[config.mk]
export PLATFORM = sky130hd
export DESIGN_NAME = mouse_decoder
export DESIGN_NICKNAME = d
export VERILOG_FILES = /design/src/rtl/mouse_pkg.sv /design/src/rtl/mouse_axis_clamp.sv /design/src/rtl/mouse_decoder.sv
export SDC_FILE = /design/constraint.sdc
export NUM_CORES = 1
export LEC_CHECK = 0
export CAP_MARGIN = 20
export CORE_MARGIN = 1
export CORE_UTILIZATION = 60
export CTS_CLUSTER_SIZE = 12
export DETAILED_ROUTE_END_ITERATION = 7
export DONT_BUFFER_PORTS = 1
export PLACE_DENSITY = 0.77
export REMOVE_ABC_BUFFERS = 1
export SYNTH_ARGS = -nofsm -noshare
export SYNTH_HDL_FRONTEND = slang
export SYNTH_SLANG_ARGS = --single-unit
[constraint.sdc]
create_clock -name pclk -period 4.8 [get_ports pclk]
set_clock_uncertainty 0.1 [all_clocks]
set_input_delay 0.96 -clock pclk [delete_from_list [all_inputs] [get_ports pclk]]
set_output_delay 0.96 -clock pclk [all_outputs]
set_load 0.01 [all_outputs]
[src/rtl/mouse_pkg.sv]
// Shared types and constants for the PS/2 mouse packet decoder.
// Status-byte bit positions, FSM state encoding and default screen limits.
package mouse_pkg;

  typedef enum logic [1:0] {
    ST_B0,
    ST_B1,
    ST_B2,
    ST_UPD
  } state_t;

  typedef logic [11:0] pos_t;

  localparam int STS_LEFT   = 0;
  localparam int STS_RIGHT  = 1;
  localparam int STS_SYNC   = 3;
  localparam int STS_X_SIGN = 4;
  localparam int STS_Y_SIGN = 5;
  localparam int STS_X_OVF  = 6;
  localparam int STS_Y_OVF  = 7;

  localparam int X_MAX_DEF = 799;
  localparam int Y_MAX_DEF = 599;

  typedef struct packed {
    logic y_ovf;
    logic x_ovf;
    logic y_sign;
    logic x_sign;
    logic right;
    logic left;
  } status_t;

endpackage

[src/rtl/mouse_axis_clamp.sv]
// One cursor axis: pos + signed delta, delta zeroed on overflow, result clamped to [0, MAX].
// The delta port is 10 bits so the negated Y delta (up to +256) still fits.
module mouse_axis_clamp #(
  parameter int MAX = 799
) (
  input  logic [11:0]       pos,
  input  logic signed [9:0] delta,
  input  logic              ovf,
  output logic [11:0]       pos_new
);

  localparam logic signed [13:0] MAX_S = 14'(MAX);

  logic signed [13:0] delta_ext;
  logic signed [13:0] sum;

  always_comb begin
    delta_ext = ovf ? 14'sd0 : $signed({{4{delta[9]}}, delta});
    sum       = $signed({2'b00, pos}) + delta_ext;
    pos_new   = sum[11:0];
    if (sum < 14'sd0) begin
      pos_new = '0;
    end else if (sum > MAX_S) begin
      pos_new = MAX_S[11:0];
    end
  end

endmodule

[src/rtl/mouse_decoder.sv]
// PS/2 mouse decoder: assembles 3-byte packets and integrates them into a clamped cursor.
// Define MOUSE_TIMEOUT_EN to compile in the inter-byte timeout and its abort path.
//
// state | meaning
// B0    | await status byte (bit3 must be 1)
// B1    | await X delta byte
// B2    | await Y delta byte
// UPD   | apply packet to outputs; an incoming byte is treated as a new status byte
module mouse_decoder
  import mouse_pkg::*;
#(
  parameter int X_MAX       = X_MAX_DEF,
  parameter int Y_MAX       = Y_MAX_DEF,
  parameter int TIMEOUT_CYC = 2_000_000
) (
  input  logic        pclk,
  input  logic        rst,
  input  logic [7:0]  rx_data,
  input  logic        rx_valid,
  output logic [11:0] xpos,
  output logic [11:0] ypos,
  output logic        left,
  output logic        right,
  output logic        pkt_done,
  output logic        sync_err
);

  state_t  state_q, state_d;
  status_t sts_q, sts_d;
  logic [7:0] dx_q, dx_d, dy_q, dy_d;
  pos_t xpos_q, xpos_d, ypos_q, ypos_d;
  logic left_q, left_d, right_q, right_d;
  logic pkt_done_q, pkt_done_d, sync_err_q, sync_err_d;

  logic timeout_hit;
  logic b0_byte;
  logic signed [9:0] dx_ext, dy_neg;
  pos_t x_new, y_new;
  logic unused_rx_bit2;

  assign unused_rx_bit2 = rx_data[2];

`ifdef MOUSE_TIMEOUT_EN
  localparam int CNT_W = (TIMEOUT_CYC > 2) ? $clog2(TIMEOUT_CYC) : 1;
  localparam logic [CNT_W-1:0] CNT_LAST = CNT_W'(TIMEOUT_CYC - 1);

  logic [CNT_W-1:0] cnt_q, cnt_d;
  logic in_pkt;

  always_comb begin
    in_pkt      = (state_q == ST_B1) || (state_q == ST_B2);
    timeout_hit = in_pkt && (cnt_q == CNT_LAST);
    cnt_d       = '0;
    if (in_pkt && !rx_valid && !timeout_hit) begin
      cnt_d = cnt_q + CNT_W'(1);
    end
  end

  always_ff @(posedge pclk) begin
    if (rst) cnt_q <= '0;
    else     cnt_q <= cnt_d;
  end
`else
  logic unused_timeout;
  assign unused_timeout = ^TIMEOUT_CYC;
  assign timeout_hit    = 1'b0;
`endif

  // Y is negated before clamping: PS/2 reports up-positive, the screen grows downward.
  assign dx_ext = {sts_q.x_sign, sts_q.x_sign, dx_q};
  assign dy_neg = -$signed({sts_q.y_sign, sts_q.y_sign, dy_q});

  mouse_axis_clamp #(.MAX(X_MAX)) u_x_clamp (
    .pos     (xpos_q),
    .delta   (dx_ext),
    .ovf     (sts_q.x_ovf),
    .pos_new (x_new)
  );

  mouse_axis_clamp #(.MAX(Y_MAX)) u_y_clamp (
    .pos     (ypos_q),
    .delta   (dy_neg),
    .ovf     (sts_q.y_ovf),
    .pos_new (y_new)
  );

  always_comb begin
    state_d    = state_q;
    sts_d      = sts_q;
    dx_d       = dx_q;
    dy_d       = dy_q;
    xpos_d     = xpos_q;
    ypos_d     = ypos_q;
    left_d     = left_q;
    right_d    = right_q;
    pkt_done_d = 1'b0;
    sync_err_d = 1'b0;
    b0_byte    = 1'b0;

    unique case (state_q)
      ST_B0: b0_byte = rx_valid;
      ST_B1: begin
        if (timeout_hit) begin
          sync_err_d = 1'b1;
          state_d    = ST_B0;
          b0_byte    = rx_valid;
        end else if (rx_valid) begin
          dx_d    = rx_data;
          state_d = ST_B2;
        end
      end
      ST_B2: begin
        if (timeout_hit) begin
          sync_err_d = 1'b1;
          state_d    = ST_B0;
          b0_byte    = rx_valid;
        end else if (rx_valid) begin
          dy_d    = rx_data;
          state_d = ST_UPD;
        end
      end
      ST_UPD: begin
        xpos_d     = x_new;
        ypos_d     = y_new;
        left_d     = sts_q.left;
        right_d    = sts_q.right;
        pkt_done_d = 1'b1;
        state_d    = ST_B0;
        b0_byte    = rx_valid;
      end
      default: state_d = ST_B0;
    endcase

    if (b0_byte) begin
      if (rx_data[STS_SYNC]) begin
        sts_d.left   = rx_data[STS_LEFT];
        sts_d.right  = rx_data[STS_RIGHT];
        sts_d.x_sign = rx_data[STS_X_SIGN];
        sts_d.y_sign = rx_data[STS_Y_SIGN];
        sts_d.x_ovf  = rx_data[STS_X_OVF];
        sts_d.y_ovf  = rx_data[STS_Y_OVF];
        state_d      = ST_B1;
      end else begin
        sync_err_d = 1'b1;
      end
    end
  end

  always_ff @(posedge pclk) begin
    if (rst) begin
      state_q    <= ST_B0;
      sts_q      <= '0;
      dx_q       <= '0;
      dy_q       <= '0;
      xpos_q     <= '0;
      ypos_q     <= '0;
      left_q     <= 1'b0;
      right_q    <= 1'b0;
      pkt_done_q <= 1'b0;
      sync_err_q <= 1'b0;
    end else begin
      state_q    <= state_d;
      sts_q      <= sts_d;
      dx_q       <= dx_d;
      dy_q       <= dy_d;
      xpos_q     <= xpos_d;
      ypos_q     <= ypos_d;
      left_q     <= left_d;
      right_q    <= right_d;
      pkt_done_q <= pkt_done_d;
      sync_err_q <= sync_err_d;
    end
  end

  assign xpos     = xpos_q;
  assign ypos     = ypos_q;
  assign left     = left_q;
  assign right    = right_q;
  assign pkt_done = pkt_done_q;
  assign sync_err = sync_err_q;

endmodule

==> out/metrics.json <==
{
  "pre_cts_slack_ns": 1.23,
  "timing.final.crit_share": 0.781,
  "area.growth.synth_to_final_pct": 3.99,
  "synth_top_area_frac": 0.302,
  "tritoncts.num_buffers": 5,
  "cp.buffers_inverters": 0,
  "synth_area_in_compound_gates": 0.260,
  "outcome": "completed",
  "critPathLaunch": "dy_q[4]$_SDFFE_PP0P_",
  "gp_weighted_congestion": 0.900,
  "crit_path_start_kind": "flip-flop",
  "root_buffer": "sky130_fd_sc_hd__clkbuf_8",
  "synthArstFlopShare": 0,
  "initial_cell_density_of_the_core": 0.626,
  "post_synth_xor_area_fraction": 0.0508,
  "worstPathRequired_ns": 4.87,
  "finalNonFillerCells": 484,
  "whs_ns": 0.354,
  "drtPass1Iterations": 4,
  "detail_route.vias_per_cell": 6.38,
  "slowest_cell_on_the_critical_path": "sky130_fd_sc_hd__or4_4",
  "cts-htree-levels": 2,
  "synth.distinct_cells": 61,
  "regToRegEndpoint": "ypos[2]$_SDFFE_PP0P_",
  "timing.critical_path.arrival_ns": 3.82,
  "grt_pass1_vias": 2846,
  "antenna_left": 0,
  "clk_pin_slew_ns": 0.11,
  "crit_top_cell": "sky130_fd_sc_hd__o21ai_0",
  "holdBufCountCts": 0,
  "critical_path.max_fanout": 8,
  "worst_r2r_startpoint": "dy_q[4]$_SDFFE_PP0P_",
  "netlist_area_um2": 3450,
  "worst_skew_pair.late_latency_ns": 0.32,
  "synthCells": 418,
  "cts_resized": 0,
  "final_max_slew_viol_count": 0,
  "avgRoutedWirePerCell_um": 16.6,
  "vdd.ir_drop.worst_mv": 0.192,
  "hpwlAfterDp_mm": 5.95,
  "crit_path_max_incr_delay_ns": 0.58,
  "final_hold_viol_count": 0,
  "placement_rows": 27,
  "multi_input_comb_area_um2": 2290,
  "design.final.nets": 451,
  "critPathCapture": "ypos[2]$_SDFFE_PP0P_",
  "main_combinational_cell_family_by_area_after_synthesis": "compound AO/OA/AOI/OAI gates",
  "tritoncts_num_sinks": 52,
  "clk_path_buf_depth": 2,
  "seq_area_frac_synth": 0.302,
  "syn_avg_cell_area_um2": 8.25,
  "worst_path_depth": 12,
  "final.setup.worst_slack_ns": 1.05,
  "synth_edf_count": 0,
  "power_per_cell_area_nw_per_um2": 262,
  "regToRegSetupSlack_ns": 1.05,
  "grt_remaining_overflow": 0,
  "num_vias": 3089,
  "final.setup.tns_ns": 0,
  "antenna_cells": 0,
  "drive_above_1_share": 0.0583,
  "end_kind": "flip-flop",
  "share_of_cell_area_taken_by_muxes_after_synthesis": 0.0319,
  "seq_area_um2": 1040,
  "drcViolationCount": 0,
  "dp_cells": 476,
  "boundaryPins": 39,
  "postSynth.topFlopCell": "sky130_fd_sc_hd__dfxtp_1",
  "report.power.total_mw": 0.939,
  "grt_start_max_net_pins": 35,
  "synth_top_cells_by_area": "sky130_fd_sc_hd__dfxtp_1, sky130_fd_sc_hd__ha_1, sky130_fd_sc_hd__a21oi_1, sky130_fd_sc_hd__nor2_1, sky130_fd_sc_hd__nand2_1",
  "timing.hold.worst.class": "flip-flop to flip-flop",
  "synth-simple-area-share": 0.211,
  "hold-path-cell-count": 2,
  "ys_seq_elements": 52,
  "critical_path.top_delay_family": "compound AO/OA/AOI/OAI gates",
  "post-cts-setup-buffers": 0,
  "grt_antenna_before_repair": 0,
  "portBuffers": 0,
  "power.static_leakage_nw": 1.48,
  "peak_freq_mhz": 267,
  "die_height_um": 77.8,
  "timing.critical_path.cells": "or4_4, o41ai_1, o21ai_0, nor2_1, ha_1, a21o_1, o21ai_0, o211ai_2, nor2_1, nand2_1, o21ai_0, o21ai_0",
  "max-cap-violations": 0,
  "fillers": 477,
  "die-area_um2": 6050,
  "die_width_um": 77.8,
  "grt_setup_unrepaired": "no",
  "grt_first_pass_wirelength_mm": 13.4,
  "timing_worst_setup_path_type": "flip-flop to flip-flop",
  "finalSetupViolations": 0,
  "synth-warning-count": 0,
  "timing.final.crit_period_ns": 3.75,
  "drt_iter0_markers": 241,
  "tightest_pin_transition_ns": 0.742,
  "std_cell_core_area_um2": 5510,
  "totalWireLength_mm": 8.03,
  "netlist.top_cell.by_area": "sky130_fd_sc_hd__dfxtp_1",
  "grt_use_total": 0.274,
  "synthAdderAreaFrac": 0.110,
  "cts_tree": "yes",
  "reg2regPathDepth": 12,
  "slew-limit-headroom": 0.503
}
-- logic make-up after synthesis --
group                    count (synthesis)
multiplexers                            11
AND/OR/NAND/NOR                        147
AO/OA/AOI/OAI                          128
flip-flops                              52
adder cells (fa/ha/maj)                 29
XOR/XNOR                                20
buffers and inverters                   31
-- cell usage after synthesis (2+ instances only) --
| library cell | instances |
|---|---|
| sky130_fd_sc_hd__a31o_2 | 2 |
| sky130_fd_sc_hd__mux2i_1 | 11 |
| sky130_fd_sc_hd__nand3_1 | 19 |
| sky130_fd_sc_hd__o21ai_1 | 6 |
| sky130_fd_sc_hd__o21bai_1 | 4 |
| sky130_fd_sc_hd__ha_1 | 27 |
| sky130_fd_sc_hd__a21oi_1 | 32 |
| sky130_fd_sc_hd__a211o_1 | 2 |
| sky130_fd_sc_hd__a32o_2 | 2 |
| sky130_fd_sc_hd__xor2_1 | 9 |
| sky130_fd_sc_hd__or2_2 | 3 |
| sky130_fd_sc_hd__o31ai_1 | 3 |
| sky130_fd_sc_hd__nor2b_1 | 11 |
| sky130_fd_sc_hd__nand4_1 | 3 |
| sky130_fd_sc_hd__a211oi_1 | 9 |
| sky130_fd_sc_hd__nor4_1 | 4 |
| sky130_fd_sc_hd__nand4b_1 | 2 |
| sky130_fd_sc_hd__nand2_1 | 32 |
| sky130_fd_sc_hd__a22oi_1 | 8 |
| sky130_fd_sc_hd__o211ai_1 | 2 |
| sky130_fd_sc_hd__or4_1 | 2 |
| sky130_fd_sc_hd__o21a_1 | 6 |
| sky130_fd_sc_hd__and3_1 | 4 |
| sky130_fd_sc_hd__inv_1 | 16 |
| sky130_fd_sc_hd__dfxtp_1 | 52 |
| sky130_fd_sc_hd__nor3_1 | 10 |
| sky130_fd_sc_hd__and2_1 | 7 |
| sky130_fd_sc_hd__nor2_1 | 40 |
| sky130_fd_sc_hd__o211a_1 | 2 |
| sky130_fd_sc_hd__clkbuf_1 | 14 |
| sky130_fd_sc_hd__o21ai_0 | 17 |
| sky130_fd_sc_hd__fa_1 | 2 |
| sky130_fd_sc_hd__a21o_1 | 7 |
| sky130_fd_sc_hd__xnor2_1 | 11 |
| sky130_fd_sc_hd__a31oi_1 | 5 |
| sky130_fd_sc_hd__a32oi_1 | 4 |
| sky130_fd_sc_hd__nand2b_1 | 4 |
-- stage by stage --
stage / utilization / instance area (um^2)
after floorplan: - / 3390
after global placement: 0.633 / 3490
after detailed placement: 0.633 / 3490
after CTS: 0.651 / 3580
after global routing: 0.651 / 3580
final: 0.651 / 3580
-- final cells by class --
class / count / share of cell area
clock buffer: 5 / 0.0192
timing repair buffer: 1 / 0.00209
clock inverter: 3 / 0.00803
tap: 72 / 0.0251
sequential: 52 / 0.290
multi-input combinational: 335 / 0.638
inverter: 16 / 0.0168
-- metal layers --
layer,vias up,part of all wire,GRT usage
li1,1528,-,-
met1,1421,0.45,0.375
met2,128,0.47,0.427
met3,12,0.074,0.0553
met4,0,0.013,0.0887
met5,-,0,0
-- flip-flops by register name, summed over array words and instances, names as in the netlist --
register and cells:
right 1, left 1, xpos 12, dy_q 8, sts_q 5, dx_q 8, pkt_done 1, dx_ext 1
state_q 2, ypos 12, sync_err 1
-- worst min-delay path, stage by stage (launching register included) --
cell,delay [ns]
sky130_fd_sc_hd__dfxtp_1,0.32
sky130_fd_sc_hd__nand2_1,0.05
sky130_fd_sc_hd__a21oi_1,0.05
-- cells in the final DEF (no fill, tap or decap), drive strengths merged, types with 4 or more instances in the layout --
cell type  count
nor2b         11
nor4           5
xnor2         11
nand2b         4
inv           19
nand2         32
clkbuf         5
ha            27
nand3         19
a22oi          9
o21a           6
nor3          10
dfxtp         52
o21bai         4
nor2          40
mux2i         11
a32oi          4
o21ai         24
and2           7
and3           4
a21oi         32
a21o           7
xor2           9
a211oi        10
a31oi          5
-- how the worst min path moves through the flow --
stage                                       to                 start
after floorplan           dx_q[0]$_SDFFE_PP0P_  dx_q[0]$_SDFFE_PP0P_
after global placement    dx_q[6]$_SDFFE_PP0P_  dx_q[6]$_SDFFE_PP0P_
after detailed placement  dx_q[2]$_SDFFE_PP0P_  dx_q[2]$_SDFFE_PP0P_
after CTS                 dx_q[2]$_SDFFE_PP0P_  dx_q[2]$_SDFFE_PP0P_
after global routing      dx_q[1]$_SDFFE_PP0P_  dx_q[1]$_SDFFE_PP0P_
final                     dx_q[6]$_SDFFE_PP0P_  dx_q[6]$_SDFFE_PP0P_
-- where the power goes --
part	switching, mW	internal, mW
registers	0.0149	0.446
clock network	0.171	0.111
logic	0.119	0.0776
total	0.304	0.634
Note: power is estimated with default switching activity, not from simulation.
